==> src/rtl/crc_check_if.sv <==
// Bit-stream and result bundle between a line decoder (master) and the CRC
// frame checker (slave). Widths follow the checker's BITS / DATA_BITS.
interface crc_check_if #(
  parameter int BITS      = 8,
  parameter int DATA_BITS = 8
);
  logic                 i_stb;
  logic                 i_bit;
  logic                 i_sof;
  logic                 o_busy;
  logic                 o_done;
  logic                 o_ok;
  logic [DATA_BITS-1:0] o_data;
  logic [BITS-1:0]      o_crc_rx;
  logic [BITS-1:0]      o_crc_calc;
  logic [15:0]          o_err_cnt;

  modport master (
    output i_stb, i_bit, i_sof,
    input  o_busy, o_done, o_ok, o_data, o_crc_rx, o_crc_calc, o_err_cnt
  );

  modport slave (
    input  i_stb, i_bit, i_sof,
    output o_busy, o_done, o_ok, o_data, o_crc_rx, o_crc_calc, o_err_cnt
  );
endinterface

==> src/rtl/crc_check.sv <==
// Serial CRC frame checker: deserializes payload + CRC (MSB first), recomputes the CRC
// and flags pass/fail. Define CRC_CHECK_ERRCNT_EN to build the failed-frame counter.
module crc_check #(
  parameter int          BITS      = 8,
  parameter logic [31:0] POLY      = 32'h0000_0007,
  parameter logic [31:0] INIT      = 32'h0000_0000,
  parameter int          DATA_BITS = 8
) (
  input  logic          i_clk,
  input  logic          i_rst,
  crc_check_if.slave    bus
);
  localparam int MAX_BITS = (DATA_BITS > BITS) ? DATA_BITS : BITS;
  localparam int CNT_W    = $clog2(MAX_BITS + 1);

  typedef enum logic [1:0] {
    ST_IDLE,
    ST_DATA,
    ST_CRC
  } state_t;

  state_t               state_reg, state_next;
  logic [BITS-1:0]      lfsr_reg, lfsr_next;
  logic [DATA_BITS-1:0] data_sh_reg, data_sh_next;
  logic [BITS-1:0]      rx_sh_reg, rx_sh_next;
  logic [CNT_W-1:0]     bitcnt_reg, bitcnt_next;

  logic                 busy_reg, busy_next;
  logic                 done_reg, done_next;
  logic                 ok_reg, ok_next;
  logic [DATA_BITS-1:0] data_reg, data_next;
  logic [BITS-1:0]      crc_rx_reg, crc_rx_next;
  logic [BITS-1:0]      crc_calc_reg, crc_calc_next;
  logic                 frame_fail;

  logic                 start;
  logic [BITS-1:0]      lfsr_src;
  logic [BITS-1:0]      lfsr_step;
  logic                 sel;
  logic [DATA_BITS-1:0] data_shift;
  logic [BITS-1:0]      rx_shift;

  // A start-of-frame always seeds the LFSR from INIT, even when aborting a frame.
  assign start    = bus.i_stb & bus.i_sof;
  assign lfsr_src = start ? INIT[BITS-1:0] : lfsr_reg;
  assign sel      = lfsr_src[BITS-1] ^ bus.i_bit;

  generate
    for (genvar gi = 0; gi < BITS; gi++) begin : g_lfsr
      if (gi == 0) begin : g_tap0
        assign lfsr_step[gi] = POLY[gi] ? sel : 1'b0;
      end else begin : g_tapn
        assign lfsr_step[gi] = POLY[gi] ? (lfsr_src[gi-1] ^ sel) : lfsr_src[gi-1];
      end
    end
  endgenerate

  generate
    if (DATA_BITS == 1) begin : g_data1
      assign data_shift = bus.i_bit;
    end else begin : g_datan
      assign data_shift = {data_sh_reg[DATA_BITS-2:0], bus.i_bit};
    end
  endgenerate

  assign rx_shift = {rx_sh_reg[BITS-2:0], bus.i_bit};

  always_comb begin
    state_next    = state_reg;
    lfsr_next     = lfsr_reg;
    data_sh_next  = data_sh_reg;
    rx_sh_next    = rx_sh_reg;
    bitcnt_next   = bitcnt_reg;
    done_next     = 1'b0;
    ok_next       = ok_reg;
    data_next     = data_reg;
    crc_rx_next   = crc_rx_reg;
    crc_calc_next = crc_calc_reg;
    frame_fail    = 1'b0;

    if (start) begin
      lfsr_next    = lfsr_step;
      data_sh_next = data_shift;
      if (DATA_BITS == 1) begin
        state_next  = ST_CRC;
        bitcnt_next = '0;
      end else begin
        state_next  = ST_DATA;
        bitcnt_next = CNT_W'(1);
      end
    end else if (bus.i_stb) begin
      case (state_reg)
        ST_DATA: begin
          lfsr_next    = lfsr_step;
          data_sh_next = data_shift;
          if (bitcnt_reg == CNT_W'(DATA_BITS - 1)) begin
            state_next  = ST_CRC;
            bitcnt_next = '0;
          end else begin
            bitcnt_next = bitcnt_reg + CNT_W'(1);
          end
        end
        ST_CRC: begin
          rx_sh_next = rx_shift;
          if (bitcnt_reg == CNT_W'(BITS - 1)) begin
            state_next    = ST_IDLE;
            bitcnt_next   = '0;
            done_next     = 1'b1;
            ok_next       = (rx_shift == lfsr_reg);
            frame_fail    = (rx_shift != lfsr_reg);
            data_next     = data_sh_reg;
            crc_rx_next   = rx_shift;
            crc_calc_next = lfsr_reg;
          end else begin
            bitcnt_next = bitcnt_reg + CNT_W'(1);
          end
        end
        default: begin
          // Strobes in IDLE without a start marker are line noise.
          state_next = ST_IDLE;
        end
      endcase
    end

    busy_next = (state_next != ST_IDLE);
  end

  always_ff @(posedge i_clk or negedge i_rst) begin
    if (!i_rst) begin
      state_reg    <= ST_IDLE;
      lfsr_reg     <= INIT[BITS-1:0];
      data_sh_reg  <= '0;
      rx_sh_reg    <= '0;
      bitcnt_reg   <= '0;
      busy_reg     <= 1'b0;
      done_reg     <= 1'b0;
      ok_reg       <= 1'b0;
      data_reg     <= '0;
      crc_rx_reg   <= '0;
      crc_calc_reg <= '0;
    end else begin
      state_reg    <= state_next;
      lfsr_reg     <= lfsr_next;
      data_sh_reg  <= data_sh_next;
      rx_sh_reg    <= rx_sh_next;
      bitcnt_reg   <= bitcnt_next;
      busy_reg     <= busy_next;
      done_reg     <= done_next;
      ok_reg       <= ok_next;
      data_reg     <= data_next;
      crc_rx_reg   <= crc_rx_next;
      crc_calc_reg <= crc_calc_next;
    end
  end

`ifdef CRC_CHECK_ERRCNT_EN
  logic [15:0] err_cnt_reg;

  // Counts in step with o_done, so the count already includes the frame being reported.
  always_ff @(posedge i_clk or negedge i_rst) begin
    if (!i_rst) begin
      err_cnt_reg <= '0;
    end else if (frame_fail && (err_cnt_reg != 16'hFFFF)) begin
      err_cnt_reg <= err_cnt_reg + 16'd1;
    end
  end

  assign bus.o_err_cnt = err_cnt_reg;
`else
  logic unused_fail;
  assign unused_fail   = frame_fail;
  assign bus.o_err_cnt = 16'd0;
`endif

  assign bus.o_busy     = busy_reg;
  assign bus.o_done     = done_reg;
  assign bus.o_ok       = ok_reg;
  assign bus.o_data     = data_reg;
  assign bus.o_crc_rx   = crc_rx_reg;
  assign bus.o_crc_calc = crc_calc_reg;
endmodule

==> src/flat_wrapper.sv <==
// flat-port wrapper written by rule: the top's interface ports become plain ports
module crc_check_flat 
#(
  parameter int          BITS      = 8,
  parameter logic [31:0] POLY      = 32'h0000_0007,
  parameter logic [31:0] INIT      = 32'h0000_0000,
  parameter int          DATA_BITS = 8
)
  (i_clk, i_rst, bus_i_stb, bus_i_bit, bus_i_sof, bus_o_busy, bus_o_done, bus_o_ok, bus_o_data, bus_o_crc_rx, bus_o_crc_calc, bus_o_err_cnt);
  crc_check_if #(.BITS(BITS), .DATA_BITS(DATA_BITS)) bus_i ();
  input  logic i_clk;
  input  logic i_rst;
  input wire logic [$bits(bus_i.i_stb)-1:0] bus_i_stb;
  input wire logic [$bits(bus_i.i_bit)-1:0] bus_i_bit;
  input wire logic [$bits(bus_i.i_sof)-1:0] bus_i_sof;
  output wire logic [$bits(bus_i.o_busy)-1:0] bus_o_busy;
  output wire logic [$bits(bus_i.o_done)-1:0] bus_o_done;
  output wire logic [$bits(bus_i.o_ok)-1:0] bus_o_ok;
  output wire logic [$bits(bus_i.o_data)-1:0] bus_o_data;
  output wire logic [$bits(bus_i.o_crc_rx)-1:0] bus_o_crc_rx;
  output wire logic [$bits(bus_i.o_crc_calc)-1:0] bus_o_crc_calc;
  output wire logic [$bits(bus_i.o_err_cnt)-1:0] bus_o_err_cnt;
  assign bus_i.i_stb = bus_i_stb;
  assign bus_i.i_bit = bus_i_bit;
  assign bus_i.i_sof = bus_i_sof;
  assign bus_o_busy = bus_i.o_busy;
  assign bus_o_done = bus_i.o_done;
  assign bus_o_ok = bus_i.o_ok;
  assign bus_o_data = bus_i.o_data;
  assign bus_o_crc_rx = bus_i.o_crc_rx;
  assign bus_o_crc_calc = bus_i.o_crc_calc;
  assign bus_o_err_cnt = bus_i.o_err_cnt;
  crc_check #(.BITS(BITS), .POLY(POLY), .INIT(INIT), .DATA_BITS(DATA_BITS)) u_core (.i_clk(i_clk), .i_rst(i_rst), .bus(bus_i));
endmodule
==> config.mk <==
export PLATFORM = sky130hd
export DESIGN_NAME = crc_check_flat
export DESIGN_NICKNAME = d
export VERILOG_FILES = /design/src/rtl/crc_check_if.sv /design/src/rtl/crc_check.sv /design/src/flat_wrapper.sv
export SDC_FILE = /design/constraint.sdc
export NUM_CORES = 1
export LEC_CHECK = 0
export ABC_AREA = 1
export ABC_CLOCK_PERIOD_IN_PS = 2000
export BUFFER_PORTS_ARGS = -buffer_cell sky130_fd_sc_hd__buf_4
export CELL_PAD_IN_SITES_DETAIL_PLACEMENT = 0
export CELL_PAD_IN_SITES_GLOBAL_PLACEMENT = 1
export CORE_MARGIN = 1
export CORE_UTILIZATION = 42
export DETAILED_ROUTE_END_ITERATION = 12
export PLACE_DENSITY = 0.76
export SYNTH_ARGS = -nofsm -noshare
export SYNTH_HDL_FRONTEND = slang
export SYNTH_SLANG_ARGS = --single-unit
==> constraint.sdc <==
create_clock -name i_clk -period 2 [get_ports i_clk]
set_clock_uncertainty 0.2 [all_clocks]
set_input_delay 0.6 -clock i_clk [delete_from_list [all_inputs] [get_ports i_clk]]
set_output_delay 0.6 -clock i_clk [all_outputs]
set_load 0.02 [all_outputs]
# After elaboration in Yosys (flattened, before gate mapping)
# Index checks and enable logic that the tools add are counted.
# word_totals
regBits	56
inputBits	5
output_inout_bits	43
elab_cells	50
# classes
add_sub_neg	1
eq_ne	4
n_mux	20
n_bitwise	5
n_reduce_logical	9
# op_table
cell	count
$mux 8	7
$mux 4	4
$eq 8x8->1	1
$mux 2	4
$reduce_bool 2->1	4
$add 4x1->4 const B	1
$eq 4x3->1 const B	1
$mux 1	4
$pmux 2 s2	1
$reduce_and 2->1	2
$reduce_and 4->1	1
$reduce_and 3->1	1
$xor 1x1->1	3
$eq 2x1->1 const B	1
$eq 2x2->1 const B	1
$reduce_or 2->1	1
$and 1x1->1	1
$not 1->1	1

# Logic depth before layout (Yosys ltp)
# depth
ltp_word	7
mapped_depth	8
ltp_nobuf	8

# Worst setup path after synthesis
# OpenSTA, ideal clock, no wires.
# synth_timing
path_kind	input to register
from	input bus_i_stb
to	register u_core.crc_calc_reg[3] (netlist: u_core.bus.o_crc_calc[3])
setup_time_ps	119
arrival_time_ps	1301
required_ps	1681
slack_ps	380
path_stages	7
path_buffers	2
cell_sequence	buf_4 > nand3_4 > nor2_8 > inv_4 > buf_6 > nand2_1 > o21ai_2
# synth_via
elab_chain_cells	3
# synth_rtl
element	line_no	source
start: declaration	flat_wrapper.sv:13	input wire logic [$bits(bus_i.i_stb)-1:0] bus_i_stb;
$and 1x1->1	crc_check.sv:44	assign start = bus.i_stb & bus.i_sof;
$not 1->1 (no line)	--	
$reduce_and 4->1 (no line) *	--	
end signal: assignment	crc_check.sv:152	crc_calc_reg <= crc_calc_next;
end: declaration	crc_check.sv:33	logic [BITS-1:0] crc_calc_reg, crc_calc_next;
# Mark *: on every way between the ends. The rest lies on a longest branch, timed or not.
# A chain may end at the register's enable or synchronous reset.

# Worst setup path after layout
# layout_timing
from	register u_core.data_reg[0] (netlist: u_core.bus.o_data[0])
to	output bus_o_data[0]
# layout_lines
element	line_no	source
start: declaration	crc_check.sv:31	logic [DATA_BITS-1:0] data_reg, data_next;
start signal: assignment	crc_check.sv:150	data_reg <= data_next;
end: declaration	flat_wrapper.sv:19	output wire logic [$bits(bus_i.o_data)-1:0] bus_o_data;
# No word-level cell between the ends.

==> results.sh <==
export IMPL_postCtsSetupRepairBufs=0
export IMPL_critPathLaunchType="flop"
export IMPL_pwr_share_clk_pct=24.5
export IMPL_drt_iter0_drc=70
export IMPL_critical_path_class="reg2out"
export IMPL_power_share_switching_pct=34.1
export IMPL_path_buf_inv=1
export IMPL_cp_slowest_cell="dfrtp_1"
export IMPL_synth_top_flop_cell="dfrtp_1"
export IMPL_die_h_um=81.2
export IMPL_status="complete, no violations"
export IMPL_cellPowerDensity_nw_per_um2=895
export IMPL_totalWireLength_mm=4.93
export IMPL_yosysWarnings=0
export IMPL_core_um2=5990
export IMPL_fin_crit_ns=1.69
export IMPL_row_count=28
export IMPL_max_freq_mhz=591
export IMPL_io_pins=48
export IMPL_synth_area_leaders="dfrtp_1, nand2_1, o21ai_2"
export IMPL_path_max_fanout=2
export IMPL_grt_first_pass_wirelength_mm=8.46
export IMPL_vias=1820
export IMPL_grt_start_max_net_pins=27
export IMPL_antenna_left=0
export IMPL_synthCells=284
export IMPL_dieArea_um2=6600
export IMPL_hold_viol=0
export IMPL_dpl_cell_area_um2=2900
export IMPL_cts_buffers=5
export IMPL_period_share_pct=84.6
export IMPL_nets=328
export IMPL_hold_worst_slack_ns=0.283
export IMPL_cpPeakStageDelay_ns=0.41
export IMPL_cts_htree_levels=2
export IMPL_synth_top_cell_area_share_pct=53.1
export IMPL_async_flop_share_pct=100
export IMPL_final_max_slew_viol_count=0
export IMPL_place_hpwl_mm=3.66
export IMPL_busiest_layer="met2"
export IMPL_synth_edf_count=0
export IMPL_comb_power_share_pct=23.5
export IMPL_antenna_found_initial=0
export IMPL_synth_seq_cells=56
export IMPL_grt_pass1_vias=1786
export IMPL_crit_path_end_kind="output port"
export IMPL_start_util_pct=44.0
export IMPL_vias_per_cell=4.60
export IMPL_synth_commonest_cells="nand2_1, dfrtp_1, inv_1, o21ai_2, o21ai_0"
export IMPL_grt_overflow_total=0
export IMPL_vdd_drop_max_mv=0.435
export IMPL_syn2layout_area_growth_pct=14.0
export IMPL_n_antenna_cell=0
export IMPL_p_sw_mw=0.918
export IMPL_critPathRequiredTime_ns=1.20
export IMPL_path_clk_slew_ns=0.10
export IMPL_grt_use_met2_pct=27.4
export IMPL_utilization_pct=50.2
export IMPL_place_congestion=0.820
export IMPL_intPower_mw=1.77
export IMPL_use_met1_pct=23.4
export IMPL_max_cap_violations=0
export IMPL_yosysTopAreaCell="dfrtp_1"
export IMPL_clk_path_buf_depth=2
export IMPL_critPathTopFamily="flip-flops"
export IMPL_routedWlPerCell_um=12.4
export IMPL_postLayoutCellArea_um2=3010
export IMPL_rsz0062_at_grt="false"
export IMPL_drive_gt1_share_pct=23.1
export IMPL_setup_tns_ns=0
export IMPL_firstDrtPassIters=4
export IMPL_syn_area_per_cell_um2=9.29
export IMPL_track_usage_pct=17.4
export IMPL_p_leak_nw=1.53
export IMPL_pwr_share_seq_pct=52.0
export IMPL_root_buffer="clkbuf_8"
export IMPL_worstPathArrival_ns=0.89
export IMPL_yosysMostFrequentCell="nand2_1"
export IMPL_die_x_um=81.2
export IMPL_clock_latency_ns=0.32
export IMPL_syn_area_um2=2640
export IMPL_cts_tree="built"
export IMPL_ctsHoldBuffers=1
export IMPL_hold_class="reg2reg"
export IMPL_cts_sinks=56
export IMPL_path_cells="buf_4"
export IMPL_synth_distinct_cells=27
export IMPL_setup_viol=0
export IMPL_yosysSeqAreaShare_pct=53.1
export IMPL_ctsResizeCount=0
export IMPL_drc_errors=0
export IMPL_use_met3_pct=3.71
export IMPL_io_buffer_count=31
cells by family (layout without fill, tap and decap cells):
logic type | after synthesis | count (layout) | share of synthesized area (%)
DFF | 56 | 56 | 53.1
adders and majority gates | 3 | 3 | 1.42
buffers and inverters | 61 | 83 | 12.4
and+or+nand+nor | 105 | 105 | 17.1
xor gates and xnor gates | 2 | 2 | 0.949
other | 1 | 16 | 0.142
AOI/OAI and AO/OA | 56 | 56 | 14.8
metrics by stage:
step | power [mW] | setup WS, ns | std cells
finish | 2.69 | 0.308 | 396
floorplan | 1.89 | 0.380 | 299
global placement | 2.05 | 0.239 | 387
detailed placement | 2.06 | 0.226 | 387
CTS | 2.72 | 0.295 | 396
global route | 2.88 | 0.247 | 396
worst reg2reg max path, stage by stage, from the launching register on:
cell     delay (ns)
dfrtp_1        0.42
inv_1          0.07
ha_1           0.21
nand3_4        0.12
nor2_8         0.15
inv_4          0.05
buf_4          0.20
nand2_1        0.10
o21ai_2        0.05
area by class of cell:
type	count	area [um^2]
Clock buffer	7	86.3
Multi-Input combinational cell	182	965
Fill cell	574	2980
Timing Repair Buffer	38	313
Sequential cell	56	1400
Clock inverter	1	7.51
Tap cell	75	93.8
Inverter	37	141
per-layer routing:
metal  up-vias  share of wire (%)
li1        942                  -
met1       837                 50
met2        34                 46
met3         7                3.0
met4         0                1.6
met5         -                  0
cells in the final DEF, fill, tap and decap left out:
cell type,Yosys,layout
o32ai_1,5,5
nand4_1,2,2
dfrtp_1,56,56
clkinv_1,1,1
nand3_1,6,6
inv_1,33,33
buf_4,17,35
nand3_4,2,2
o21ai_2,23,23
xor2_2,1,1
nand2_1,87,87
o21ai_0,21,21
o21ai_1,3,3
clkinvlp_4,0,1
nor2_1,7,7
buf_12,0,2
inv_4,1,1
o21bai_1,1,1
a22oi_1,1,1
inv_2,2,2
o22ai_1,1,1
a21oi_1,1,1
ha_1,3,3
xor2_1,1,1
conb_1,1,16
clkbuf_8,0,6
dlygate4sd3_1,0,1
nor2_8,1,1
clkbuf_1,1,1
worst paths after layout:
| kind | endpoint | slack (ns) | startpoint | depth (start not counted) |
|---|---|---|---|---|
| max in group asynchronous | u_core.rx_sh_reg[6]$_DFFE_PN0P_ | 0.64 | i_rst | 3 |
| hold reg to reg | u_core.bus.o_data[1]$_DFFE_PN0P_ | 0.28 | u_core.bus.o_data[1]$_DFFE_PN0P_ | 2 |
| setup / recovery | bus_o_data[0] | 0.31 | u_core.bus.o_data[0]$_DFFE_PN0P_ | 1 |
| setup reg to reg | u_core.bus.o_crc_rx[4]$_DFFE_PN0P_ | 0.33 | u_core.state_reg[0]$_DFF_PN0_ | 8 |
| hold / removal | u_core.bus.o_data[1]$_DFFE_PN0P_ | 0.28 | u_core.bus.o_data[1]$_DFFE_PN0P_ | 2 |
| min in group asynchronous | u_core.rx_sh_reg[3]$_DFFE_PN0P_ | 0.48 | i_rst | 2 |
power groups by stage:
stage / Combinational, mW / Clock, mW / Sequential [mW]
final: 0.633 / 0.659 / 1.40
after detailed placement: 0.637 / 0 / 1.42
after global routing: 0.733 / 0.727 / 1.42
after global placement: 0.629 / 0 / 1.42
after floorplan: 0.490 / 0 / 1.40
after CTS: 0.641 / 0.681 / 1.40
No activity file was read; power rests on OpenSTA's default activity.
